**config.mk**
```make
export PLATFORM = sky130hd
export DESIGN_NAME = prco_decode_stage
export DESIGN_NICKNAME = d
export VERILOG_FILES = /design/src/rtl/prco_decode_stage.sv
export SDC_FILE = /design/constraint.sdc
export NUM_CORES = 1
export LEC_CHECK = 0
export BUFFER_PORTS_ARGS = -buffer_cell sky130_fd_sc_hd__buf_2
export CAP_MARGIN = 20
export CORE_ASPECT_RATIO = 1.4
export CORE_UTILIZATION = 51
export DETAILED_ROUTE_END_ITERATION = 6
export PLACE_DENSITY = 0.76
export REMOVE_ABC_BUFFERS = 1
export SLEW_MARGIN = 0
export SYNTH_ARGS = -nofsm -noshare
export SYNTH_HDL_FRONTEND = slang
export SYNTH_SLANG_ARGS = --single-unit
```
**constraint.sdc**
```tcl
create_clock -name i_clk -period 3.9 [get_ports i_clk]
set_input_delay 0.39 -clock i_clk [delete_from_list [all_inputs] [get_ports i_clk]]
set_output_delay 0.39 -clock i_clk [all_outputs]
set_load 0.02 [all_outputs]
```
**src/rtl/prco_decode_stage.sv**
```systemverilog
// Buffered decode stage: queues fetch words, decodes the head entry, and holds
// back RAW/WAW hazards against a register scoreboard before a registered issue.
package prco_decode_pkg;
    localparam int PRCO_OP_NOP  = 0;
    localparam int PRCO_OP_MOV  = 1;
    localparam int PRCO_OP_MOVI = 2;
endpackage

module prco_decode_stage
    import prco_decode_pkg::*;
#(
    parameter int INSTR_W    = 16,
    parameter int OP_W       = 5,
    parameter int REG_W      = 3,
    parameter int DATA_W     = 16,
    parameter int FIFO_DEPTH = 4,
    parameter logic [2**OP_W-1:0] WE_MASK = (1 << PRCO_OP_MOVI) | (1 << PRCO_OP_MOV),
    parameter logic [2**OP_W-1:0] RD_MASK = (1 << PRCO_OP_MOV)
) (
    input  logic                   i_clk,
    input  logic                   i_rst,
    input  logic [INSTR_W-1:0]     i_instr,
    input  logic                   i_valid,
    output logic                   q_ready,
    input  logic                   i_flush,
    input  logic                   i_wb_valid,
    input  logic [REG_W-1:0]       i_wb_sel,
    output logic                   q_valid,
    input  logic                   i_ready,
    output logic [OP_W-1:0]        q_op,
    output logic [REG_W-1:0]       q_seld,
    output logic [REG_W-1:0]       q_sela,
    output logic [REG_W-1:0]       q_selb,
    output logic [DATA_W-1:0]      q_imm,
    output logic                   q_reg_we,
    output logic [(2**REG_W)-1:0]  q_busy
);
    localparam int NREG    = 2**REG_W;
    localparam int PW      = $clog2(FIFO_DEPTH);
    localparam int CW      = PW + 1;
    localparam int SELD_HI = INSTR_W - OP_W - 1;
    localparam int SELA_HI = SELD_HI - REG_W;
    localparam int SELB_HI = SELA_HI - REG_W;

    logic [INSTR_W-1:0] fifoMem_q [FIFO_DEPTH];
    logic [PW-1:0]      wrPtr_q, wrPtr_d, rdPtr_q, rdPtr_d;
    logic [CW-1:0]      count_q, count_d;
    logic               outValid_q, outValid_d;
    logic [OP_W-1:0]    op_q, op_d;
    logic [REG_W-1:0]   seld_q, seld_d, sela_q, sela_d, selb_q, selb_d;
    logic [DATA_W-1:0]  imm_q, imm_d;
    logic               regWe_q, regWe_d;
    logic [NREG-1:0]    busy_q, busy_d;

    logic [INSTR_W-1:0] headInstr;
    logic [OP_W-1:0]    headOp;
    logic [REG_W-1:0]   headSeld, headSela, headSelb;
    logic [DATA_W-1:0]  headImm;
    logic               headWe, headRd;
    logic               notEmpty, full, readyInt, push, hazard, issue;

    assign headInstr = fifoMem_q[rdPtr_q];
    assign headOp    = headInstr[INSTR_W-1 -: OP_W];
    assign headSeld  = headInstr[SELD_HI -: REG_W];
    assign headSela  = headInstr[SELA_HI -: REG_W];
    assign headSelb  = headInstr[SELB_HI -: REG_W];
    assign headImm   = {{(DATA_W-8){1'b0}}, headInstr[7:0]};
    assign headWe    = WE_MASK[headOp];
    assign headRd    = RD_MASK[headOp];

    assign notEmpty = (count_q != '0);
    assign full     = (count_q == CW'(FIFO_DEPTH));
    assign readyInt = !full && !i_rst;
    assign push     = i_valid && readyInt;
    // Scoreboard check sees only the registered busy bits, so a writeback
    // releases a stalled head one cycle after it arrives.
    assign hazard   = notEmpty && ((headRd && busy_q[headSela]) ||
                                   (headWe && busy_q[headSeld]));
    assign issue    = notEmpty && !hazard && (!outValid_q || i_ready);

    always_comb begin
        wrPtr_d    = wrPtr_q;
        rdPtr_d    = rdPtr_q;
        count_d    = count_q;
        outValid_d = outValid_q;
        op_d       = op_q;
        seld_d     = seld_q;
        sela_d     = sela_q;
        selb_d     = selb_q;
        imm_d      = imm_q;
        regWe_d    = regWe_q;
        busy_d     = busy_q;

        if (i_wb_valid) begin
            busy_d[i_wb_sel] = 1'b0;
        end

        if (i_flush) begin
            wrPtr_d    = '0;
            rdPtr_d    = '0;
            count_d    = '0;
            outValid_d = 1'b0;
        end else begin
            if (push) begin
                wrPtr_d = wrPtr_q + PW'(1);
            end
            // Issue's busy set comes after the writeback clear so it wins.
            if (issue) begin
                rdPtr_d    = rdPtr_q + PW'(1);
                outValid_d = 1'b1;
                op_d       = headOp;
                seld_d     = headSeld;
                sela_d     = headSela;
                selb_d     = headSelb;
                imm_d      = headImm;
                regWe_d    = headWe;
                if (headWe) begin
                    busy_d[headSeld] = 1'b1;
                end
            end else if (i_ready) begin
                outValid_d = 1'b0;
            end
            count_d = count_q + CW'(push) - CW'(issue);
        end
    end

    always_ff @(posedge i_clk) begin
        if (i_rst) begin
            wrPtr_q    <= '0;
            rdPtr_q    <= '0;
            count_q    <= '0;
            outValid_q <= 1'b0;
            op_q       <= '0;
            seld_q     <= '0;
            sela_q     <= '0;
            selb_q     <= '0;
            imm_q      <= '0;
            regWe_q    <= 1'b0;
            busy_q     <= '0;
        end else begin
            wrPtr_q    <= wrPtr_d;
            rdPtr_q    <= rdPtr_d;
            count_q    <= count_d;
            outValid_q <= outValid_d;
            op_q       <= op_d;
            seld_q     <= seld_d;
            sela_q     <= sela_d;
            selb_q     <= selb_d;
            imm_q      <= imm_d;
            regWe_q    <= regWe_d;
            busy_q     <= busy_d;
        end
    end

    always_ff @(posedge i_clk) begin
        if (push && !i_flush) begin
            fifoMem_q[wrPtr_q] <= i_instr;
        end
    end

    assign q_ready  = readyInt;
    assign q_valid  = outValid_q;
    assign q_op     = op_q;
    assign q_seld   = seld_q;
    assign q_sela   = sela_q;
    assign q_selb   = selb_q;
    assign q_imm    = imm_q;
    assign q_reg_we = regWe_q;
    assign q_busy   = busy_q;
endmodule

```
* Word-level counts from Yosys, hierarchy flattened *
Memory sizes are Yosys's and may differ from the RTL's. A register that Yosys moved wholly into a read port is not among the register bits.
Cells that the tools add are included.

operators by class
  add/subtract/negate cells = 4
  magnitude comparators = 6
  equal/unequal tests = 1
  multiplexer cells = 20
  bitwise operators = 4
  reductions and logical operators = 21

operator list
  operator                                                           count
  2-to-1 mux 8 bit                                                   4
  less-than comparator 3 x 4 -> 1 bit, second input constant         3
  logical AND 1 bit                                                  10
  2-to-1 mux 1 bit                                                   10
  bitwise AND 8 bit                                                  1
  NOT 8 bit                                                          1
  bitwise OR 8 bit                                                   1
  binary-select mux 1 bit (select 3 bit)                             2
  demux 1 bit (select 3 bit)                                         2
  greater-or-equal comparator 3 x 1 -> 1 bit, second input constant  2
  less-than comparator 5 x 6 -> 1 bit, second input constant         1
  zero test 1 bit                                                    5
  adder 2 x 1 -> 2 bit, second input constant                        2
  2-to-1 mux 2 bit                                                   2
  adder 3 x 1 -> 3 bit                                               1
  == test 3 bit, second input constant                               1
  nonzero test 3 bit                                                 1
  subtractor 3 x 1 -> 3 bit                                          1
  logical OR 1 bit                                                   2
  AND reduction 2 bit                                                1
  nonzero test 2 bit                                                 1
  OR reduction 2 bit                                                 1
  NOT 1 bit                                                          1

word-level totals
  bits in registers = 39
  memory bits (writable) = 64
  memory bits (read-only) = 64
  input bits = 25
  output and inout port bits = 41
  logic and storage cells = 70
  memories = 3

memory list
  name              depth  bits a word  rd ports  clocked after memory_dff  write ports  line  source
  fifoMem_q         4      16           1         1                         1            45    logic [INSTR_W-1:0] fifoMem_q [FIFO_DEPTH];
  (name not given)  32     1            1         0                         0            69    assign headRd = RD_MASK[headOp];
  (name not given)  32     1            1         0                         0            68    assign headWe = WE_MASK[headOp];

* Longest topological paths before layout *
Gate-level depths: netlist of the first run.

  depth after elaboration = 11
  mapped depth = 17
  depth with buffers taken out = 14

* Worst setup path before layout of the first run *
Ideal clock, no wire load.

  path kind = reg-to-reg
  start point = register with a tool-made name
  end point = register count_q[2]
  library setup time = 0.115 ns
  data arrival time = 3.574 ns
  data required time = 3.785 ns
  slack = 0.211 ns
  stages on the path, launching flop included = 17
  path buffers = 3
  period minus slack after synthesis = 3.689 ns
  cells stage by stage = dfxtp_1 -> buf_6 -> buf_6 -> mux4_1 -> ha_1 -> nor4_4 -> a41oi_4 -> buf_6 -> nand2_1 -> nor2_1 -> ha_1 -> inv_1 -> ha_1 -> fa_1 -> xnor2_1 -> xnor2_1 -> nor2_1

RTL lines
  item                    line  source
  end signal: assignment  143   count_q <= count_d;
  end: declaration        47    logic [CW-1:0] count_q, count_d;

==> flow_metrics.env, run 1 <==
export IMPL_outcome="finished clean"
export IMPL_synthCells=306
export IMPL_syn_area_per_cell_um2=14.2
export IMPL_crit_chain="buf_4 -> mux4_2 -> mux2i_1 -> a22o_4 -> or3_4 -> nand2_1 -> nor2_1 -> ha_1 -> inv_1 -> ha_1 -> fa_1 -> xnor2_1 -> xnor2_1 -> nor2_1"
export IMPL_required_ns=4.14
export IMPL_drc=0
export IMPL_drt_wirelength_per_cell_um=17.8
export IMPL_worstPathMaxFanout=7
export IMPL_cts_num_sinks=99
export IMPL_portBuffers=57
export IMPL_antenna_found_initial=0
export IMPL_synth_edf_count=64
export IMPL_hold_viol=0
export IMPL_min_period_ns=3.60
export IMPL_dr_pass1_iters=4
export IMPL_synth_most_common_cell="edfxtp_1"
export IMPL_cp_slowest_cell="mux4_2"
export IMPL_rrSetupSlack_ns=0.30
export IMPL_final_core_util=0.598
export IMPL_crit_family="adder cells"
export IMPL_hpwl_um=5650
export IMPL_max_clock_freq_ghz=0.278
export IMPL_max_vdd_ir_drop_mv=0.313
export IMPL_sequentialPowerShare=0.425
export IMPL_p_int_uw=2020
export IMPL_place_inst=450
export IMPL_fin_skew_ns=0.00472
export IMPL_die_w_um=80.0
export IMPL_root_buffer="clkbuf_16"
export IMPL_grt_ovfl_total=0
export IMPL_synthDominantCellAreaShare=0.443
export IMPL_crit_path_start_kind="register"
export IMPL_grt_usage=0.207
export IMPL_diodes=0
export IMPL_yosys_warnings=0
export IMPL_postRouteWirelength_um=8320
export IMPL_detail_route_antenna_nets=0
export IMPL_dr_total_vias=2661
export IMPL_power_leakage_uw=0.00181
export IMPL_cellPowerDensity_mw_per_mm2=606
export IMPL_core_area_mm2=0.00820
export IMPL_grt_pass1_vias=2661
export IMPL_maxCapViolations=0
export IMPL_end_kind="register"
export IMPL_seq_area_frac_synth=0.604
export IMPL_clk_pin_slew_ns=0.06
export IMPL_synth_seq_cells=99
export IMPL_drt_iter0_drc=151
export IMPL_synth_top_cells_by_count="edfxtp_1 (64), dfxtp_1 (35), a21oi_1 (19)"
export IMPL_io_pins=66
export IMPL_worstHoldPathType="input port to register"
export IMPL_gp_congestion=0.855
export IMPL_synth_area_mm2=0.00434
export IMPL_power_total_uw=2970
export IMPL_p_sw_frac=0.319
export IMPL_tightest_slew_ns=0.982
export IMPL_synth_cell_type_count=46
export IMPL_pwr_share_comb=0.285
export IMPL_worstPathArrival_ns=3.83
export IMPL_final_nets=392
export IMPL_max_stage_delay_ns=0.61
export IMPL_cts_tree="done"
export IMPL_clockBufferDepth=2
export IMPL_initial_core_util=0.529
export IMPL_rows=39
export IMPL_slew_violations=0
export IMPL_finalSetupViolCount=0
export IMPL_p_clk_frac=0.291
export IMPL_cts_made_buffers=9
export IMPL_holdWs_ns=0.262
export IMPL_synth_area_leaders="edfxtp_1 (44%), dfxtp_1 (16%), mux4_1 (5.4%), mux4_2 (3.6%), buf_4 (2.4%)"
export IMPL_die_y_um=111
export IMPL_layout_drive_gt1_share=0.286
export IMPL_yosys_most_used_dff="edfxtp_1"
export IMPL_criticalPathCategory="register to register"
export IMPL_via_per_inst=5.71
export IMPL_finalCritPeriodShare=0.922
export IMPL_htreeDepth=3
export IMPL_final_cells=466
export IMPL_design_die_area_mm2=0.00889
export IMPL_yosysTopAreaCell="edfxtp_1"
export IMPL_grt_pass1_wl_um=13300
export IMPL_ctsHoldBuffers=0
export IMPL_grt_max_degree=24
export IMPL_rsz0062_at_grt="false"
export IMPL_area_growth_pct=13.0
export IMPL_insertion_delay_ns=0.34
export IMPL_cp_buffers_inverters=2
export IMPL_relSlewSlack=0.345
export IMPL_async_reset_ff_frac=0
export IMPL_power_switching_uw=948
path summary, 6_finish.rpt:
check / start / to / depth (start not counted)
worst max-delay path: register / count_q[2] / 14
worst min-delay path: i_instr[5] / fifoMem_q[3][5] / 1
worst max register to register: register / count_q[2] / 14
worst min register to register: q_op[4] / q_op[4] / 2
cells in the final DEF (no fill, tap or decap), types with 8 or more instances in the layout:
cell        n
edfxtp_1   64
buf_2      57
dfxtp_1    34
a21oi_1    19
nand2_1    18
nand3_1    17
o21ai_0    15
nor2_1     13
mux4_1      9
clkbuf_16   9
and2_1      8
o21ai_2     8
conb_1      8
final cells by class:
cell class | count | area (µm²)
Timing Repair Buffer | 62 | 323
Sequential cell | 99 | 2620
Tap cell | 102 | 128
Multi-Input combinational cell | 180 | 1510
Clock inverter | 7 | 67.6
Fill cell | 637 | 3290
Clock buffer | 9 | 225
Inverter | 7 | 26.3
cells by family (layout without fill, tap and decap cells):
| group | Yosys count | in the layout | share of synthesized area |
|---|---|---|---|
| adders and majority gates | 8 | 8 | 0.0248 |
| DFF | 99 | 99 | 0.604 |
| xor gates and xnor gates | 3 | 3 | 0.00605 |
| muxes | 24 | 24 | 0.111 |
| and+or+nand+nor | 73 | 73 | 0.0908 |
| buffers and inverters | 34 | 85 | 0.0545 |
| AOI/OAI and AO/OA | 64 | 64 | 0.108 |
| other | 1 | 8 | 0.000864 |
power by group through the flow:
stage	sequential [µW]	combinational (µW)	clock, µW
floorplan	1380	486	0
global placement	1280	826	0
detailed placement	1280	845	0
CTS	1260	848	881
global route	1270	927	919
finish	1260	847	863
stage by stage:
step | TNS [ns] | setup slack [ns] | cell area [µm²]
6_report | 0 | 0.304 | 4910
5_1_grt | 0 | 0.0670 | 4910
4_1_cts | 0 | 0.127 | 4900
3_5_place_dp | 0 | 0.154 | 4610
3_3_place_gp | 0 | 0.274 | 4610
2_1_floorplan | -0.104 | -0.104 | 4160
state kept, by name, summed over array words and instances (netlist names), named ones only:
register and flops:
count_q 3, wrPtr_q 2, q_sela 3, fifoMem_q 64, rdPtr_q 2, q_selb 2, q_valid 1, q_imm 3
q_reg_we 1, q_op 5, q_seld 3, q_busy 8
what timing repair did:
action	CTS	global route
endpoints found under the setup margin	0	1
setup buffers	0	0
resized for setup	0	2
routing by layer:
| metal | part of all wire | GRT usage | routed length [µm] | up-vias |
|---|---|---|---|---|
| met5 | 0 | 0 | 0 | - |
| met4 | 0.033 | 0.131 | 272 | 0 |
| met3 | 0.029 | 0.0313 | 239 | 19 |
| met2 | 0.53 | 0.362 | 4430 | 75 |
| met1 | 0.41 | 0.229 | 3370 | 1315 |
| li1 | - | - | - | 1252 |
(Power assumes the default switching activity.)
==> run 2: changes to the inputs <==
RECOVER_POWER = 50   (was default)
==> flow_metrics.env, run 2 (synthesis gave the netlist of run 1 again) <==
export IMPL_ff2ff_path_depth=14
export IMPL_grt_max_degree=24
export IMPL_worstHoldPathType="input port to register"
export IMPL_grt_pass1_wl_um=13300
export IMPL_diodes=0
export IMPL_p_sw_frac=0.322
export IMPL_insertion_delay_ns=0.34
export IMPL_via_per_inst=5.66
export IMPL_outcome="finished clean"
export IMPL_clockBufferDepth=2
export IMPL_pwr_share_comb=0.280
export IMPL_crit_family="adder cells"
export IMPL_hold_path_cell_count=1
export IMPL_hpwl_um=5650
export IMPL_final_cells=466
export IMPL_design_area_mm2=0.00485
export IMPL_worstPathArrival_ns=3.84
export IMPL_power_switching_uw=951
export IMPL_crit_path_start_kind="register"
export IMPL_drt_iter0_drc=178
export IMPL_cts_num_sinks=99
export IMPL_grt_usage=0.207
export IMPL_largest_register="fifoMem_q"
export IMPL_final_cell_mix="edfxtp_1 (64), clkbuf_1 (48), dfxtp_1 (34), a21oi_1 (19), nand2_1 (18)"
export IMPL_io_pins=66
export IMPL_fin_skew_ns=0.00474
export IMPL_rsz0062_at_grt="false"
export IMPL_sequentialPowerShare=0.428
export IMPL_place_area_mm2=0.00461
export IMPL_p_clk_frac=0.292
export IMPL_required_ns=4.14
export IMPL_min_period_ns=3.61
export IMPL_cp_buffers_inverters=2
export IMPL_tightest_slew_ns=0.966
export IMPL_antenna_found_initial=0
export IMPL_finalSetupTns_ns=0
export IMPL_worstPathMaxFanout=7
export IMPL_initial_core_util=0.529
export IMPL_layout_drive_gt1_share=0.154
export IMPL_place_inst=450
export IMPL_design_die_area_mm2=0.00889
export IMPL_cellPowerDensity_mw_per_mm2=610
export IMPL_core_area_mm2=0.00820
export IMPL_maxCapViolations=0
export IMPL_seq_area_mm2=0.00262
export IMPL_cts_setup_buffers=0
export IMPL_final_nets=392
export IMPL_cp_slowest_cell="mux4_2"
export IMPL_detail_route_antenna_nets=0
export IMPL_gp_congestion=0.855
export IMPL_root_buffer="clkbuf_16"
export IMPL_cts_made_buffers=9
export IMPL_multi_input_area_mm2=0.00151
export IMPL_crit_chain="buf_4 -> mux4_2 -> mux2i_1 -> a22o_4 -> or3_4 -> nand2_1 -> nor2_1 -> ha_1 -> inv_1 -> ha_1 -> fa_1 -> xnor2_1 -> xnor2_1 -> nor2_1"
export IMPL_p_int_uw=2000
export IMPL_hold_viol=0
export IMPL_max_stage_delay_ns=0.61
export IMPL_area_growth_pct=11.6
export IMPL_die_y_um=111
export IMPL_largest_reg_flops=64
export IMPL_clk_pin_slew_ns=0.06
export IMPL_max_clock_freq_ghz=0.277
export IMPL_dr_total_vias=2638
export IMPL_fill_cells=663
export IMPL_rows=39
export IMPL_dr_pass1_iters=4
export IMPL_grt_pass1_vias=2661
export IMPL_postRouteWirelength_um=8340
export IMPL_grt_ovfl_total=0
export IMPL_finalSetupViolCount=0
export IMPL_slew_violations=0
export IMPL_layout_commonest_cell="edfxtp_1"
export IMPL_drc=0
export IMPL_cts_tree="done"
export IMPL_finalCritPeriodShare=0.925
export IMPL_final_core_util=0.591
export IMPL_relSlewSlack=0.356
export IMPL_path_depth=14
export IMPL_power_leakage_uw=0.00162
export IMPL_max_vdd_ir_drop_mv=0.313
export IMPL_die_w_um=80.0
export IMPL_htreeDepth=3
export IMPL_end_kind="register"
export IMPL_drt_wirelength_per_cell_um=17.9
export IMPL_criticalPathCategory="register to register"
export IMPL_portBuffers=57
==> run 2: changes by cell type in the layout (fill, tap and decap cells not counted), sizes merged <==
cell	change
buf	-48
clkbuf	+48
==> run 2: path summary, 6_finish.rpt <==
| kind | startpoint | endpoint | slack (ns) |
|---|---|---|---|
| worst max-delay path | register | count_q[2] | 0.29 |
| worst max register to register | register | count_q[2] | 0.29 |
| worst min register to register | q_op[4] | q_op[4] | 0.48 |
| worst min-delay path | i_instr[14] | fifoMem_q[0][14] | 0.32 |
==> run 2: power groups by stage <==
stage / Clock (µW) / Sequential, µW / Combinational [µW]
5_1_grt: 919 / 1280 / 905
2_1_floorplan: 0 / 1380 / 486
6_report: 863 / 1260 / 826
3_3_place_gp: 0 / 1280 / 826
4_1_cts: 881 / 1260 / 848
3_5_place_dp: 0 / 1280 / 845
==> run 2: final cells by class <==
type	instances	area share
Inverter	7	0.00542
Tap cell	102	0.0263
Multi-Input combinational cell	180	0.312
Sequential cell	99	0.541
Clock inverter	7	0.0139
Clock buffer	9	0.0465
Timing Repair Buffer	62	0.0542
==> run 2: layer usage <==
metal	wire (µm)	vias to the layer above	track usage
met5	0	-	0
met4	264	0	0.131
met3	304	17	0.0313
met2	4440	67	0.362
met1	3330	1304	0.229
li1	-	1250	-
==> run 2: per-stage QoR <==
step / hold slack (ns) / setup WS [ns] / power, µW
2_1_floorplan: 0.450 / -0.104 / 1870
3_3_place_gp: 0.462 / 0.274 / 2100
3_5_place_dp: 0.469 / 0.154 / 2130
4_1_cts: 0.248 / 0.127 / 2990
5_1_grt: 0.298 / 0.0666 / 3100
6_report: 0.316 / 0.293 / 2950
==> run 2: repair_timing <==
item,4_1_cts,5_1_grt
hold buffers,0,0
setup endpoints to repair,0,1
resized for setup,0,2
==> run 3: changes to the inputs <==
CORE_UTILIZATION = 53   (was 51)
CTS_BUF_LIST = sky130_fd_sc_hd__clkbuf_2   (was default)
PLACE_DENSITY = 0.78   (was 0.76)
==> flow_metrics.env, run 3 (synthesis gave the netlist of run 1 again) <==
export IMPL_power_leakage_uw=0.00164
export IMPL_cts_num_sinks=99
export IMPL_io_pins=66
export IMPL_root_buffer="clkbuf_2"
export IMPL_grt_pass1_wl_um=12900
export IMPL_cellPowerDensity_mw_per_mm2=557
export IMPL_multi_input_area_mm2=0.00151
export IMPL_maxCapViolations=0
export IMPL_crit_path_start_kind="register"
export IMPL_design_die_area_mm2=0.00856
export IMPL_worstHoldPathType="input port to register"
export IMPL_place_area_mm2=0.00460
export IMPL_crit_family="adder cells"
export IMPL_clockBufferDepth=2
export IMPL_final_cell_mix="edfxtp_1 (64), clkbuf_1 (48), dfxtp_1 (34), a21oi_1 (19), nand2_1 (18)"
export IMPL_hpwl_um=5490
export IMPL_via_per_inst=5.63
export IMPL_relSlewSlack=0.415
export IMPL_portBuffers=57
export IMPL_worstPathArrival_ns=4.04
export IMPL_grt_usage=0.207
export IMPL_max_vdd_ir_drop_mv=0.352
export IMPL_cp_buffers_inverters=3
export IMPL_seq_area_mm2=0.00262
export IMPL_worstPathMaxFanout=6
export IMPL_finalSetupViolCount=0
export IMPL_dr_total_vias=2697
export IMPL_use_met1=0.233
export IMPL_cts_tree="done"
export IMPL_global_route_peak_usage_layer="met2"
export IMPL_slew_violations=0
export IMPL_insertion_delay_ns=0.56
export IMPL_cp_slowest_cell="mux4_2"
export IMPL_drt_wirelength_per_cell_um=17.1
export IMPL_grt_pass1_vias=2656
export IMPL_tightest_slew_ns=0.877
export IMPL_gp_congestion=0.850
export IMPL_met3_usage=0.0402
export IMPL_core_area_mm2=0.00785
export IMPL_layout_drive_gt1_share=0.153
export IMPL_largest_reg_flops=64
export IMPL_rows=38
export IMPL_cts_made_buffers=9
export IMPL_rsz0062_at_grt="false"
export IMPL_min_period_ns=3.55
export IMPL_clk_pin_slew_ns=0.26
export IMPL_criticalPathCategory="register to register"
export IMPL_outcome="finished clean"
export IMPL_detail_route_antenna_nets=0
export IMPL_postRouteWirelength_um=8180
export IMPL_dr_pass1_iters=4
export IMPL_area_growth_pct=11.9
export IMPL_grt_max_degree=24
export IMPL_drt_iter0_drc=133
export IMPL_fill_cells=640
export IMPL_crit_chain="buf_4 -> buf_4 -> mux4_2 -> nand2b_1 -> o22ai_4 -> or3_4 -> nand2_1 -> nor2_1 -> ha_1 -> inv_1 -> ha_1 -> fa_1 -> xnor2_1 -> xnor2_1 -> nor2_1"
export IMPL_final_nets=407
export IMPL_use_met2=0.370
export IMPL_grt_ovfl_total=0
export IMPL_finalCritPeriodShare=0.910
export IMPL_hold_viol=0
export IMPL_layout_commonest_cell="edfxtp_1"
export IMPL_largest_register="fifoMem_q"
export IMPL_design_area_mm2=0.00486
export IMPL_end_kind="register"
export IMPL_diodes=0
export IMPL_drc=0
export IMPL_max_clock_freq_ghz=0.282
export IMPL_htreeDepth=3
export IMPL_max_stage_delay_ns=0.59
export IMPL_required_ns=4.39
export IMPL_die_w_um=78.5
export IMPL_die_y_um=109
export IMPL_fin_skew_ns=0.0323
export IMPL_finalSetupTns_ns=0
export IMPL_initial_core_util=0.553
export IMPL_antenna_found_initial=0
[run 3: through the flow]
step / util / total power [µW] / std cells / setup WS [ns] / hold slack, ns
3_3_place_gp: 0.587 / 2100 / 448 / 0.312 / 0.460
2_1_floorplan: - / 1870 / 286 / -0.104 / 0.450
6_report: 0.619 / 2700 / 479 / 0.352 / 0.0809
4_1_cts: 0.615 / 2730 / 470 / 0.219 / 0.00208
5_1_grt: 0.619 / 2850 / 479 / 0.0797 / 0.0314
3_5_place_dp: 0.587 / 2120 / 448 / 0.222 / 0.467
[run 3: path summary, 6_finish.rpt]
check           start    endpoint  slack (ns)  cells after the start
max          register  count_q[2]        0.35                     15
min           i_valid  wrPtr_q[1]        0.08                      3
max reg2reg  register  count_q[2]        0.35                     15
min reg2reg   q_op[1]     q_op[1]        0.50                      2
[run 3: worst reg2reg max path: cells and delay by family, from the launching register on]
| kind | cells | cell delay, ns |
|---|---|---|
| adders and majority gates | 3 | 0.84 |
| and+or+nand+nor | 5 | 0.75 |
| muxes | 1 | 0.59 |
| DFF | 1 | 0.47 |
| buffers and inverters | 3 | 0.44 |
| xor gates and xnor gates | 2 | 0.32 |
| AOI/OAI and AO/OA | 1 | 0.10 |
[run 3: final cells by class]
type / instances / share of cell area
clock buffer: 9 / 0.00928
clock inverter: 7 / 0.0237
inverter: 7 / 0.00541
multi-input combinational: 180 / 0.310
sequential: 99 / 0.540
tap: 100 / 0.0258
timing repair buffer: 77 / 0.0850
[run 3: per-layer routing]
metal	wire (µm)	vias to the layer above	part of all wire
met1	3310	1322	0.40
met2	4350	79	0.53
met3	327	17	0.040
met4	193	0	0.024
met5	0	-	0
li1	-	1279	-
[run 3: where the power goes]
group	internal, µW	switching [µW]	total, µW
Clock	276	334	609
Sequential	1200	58.3	1260
Combinational	312	521	833
[run 3: repair_timing]
| action | in CTS | in global routing |
|---|---|---|
| hold endpoints to repair | 16 | 36 |
| resized for setup | 0 | 1 |
| buffers inserted | 0 | 0 |
| hold buffers | 6 | 9 |
| endpoints found under the setup margin | 0 | 1 |
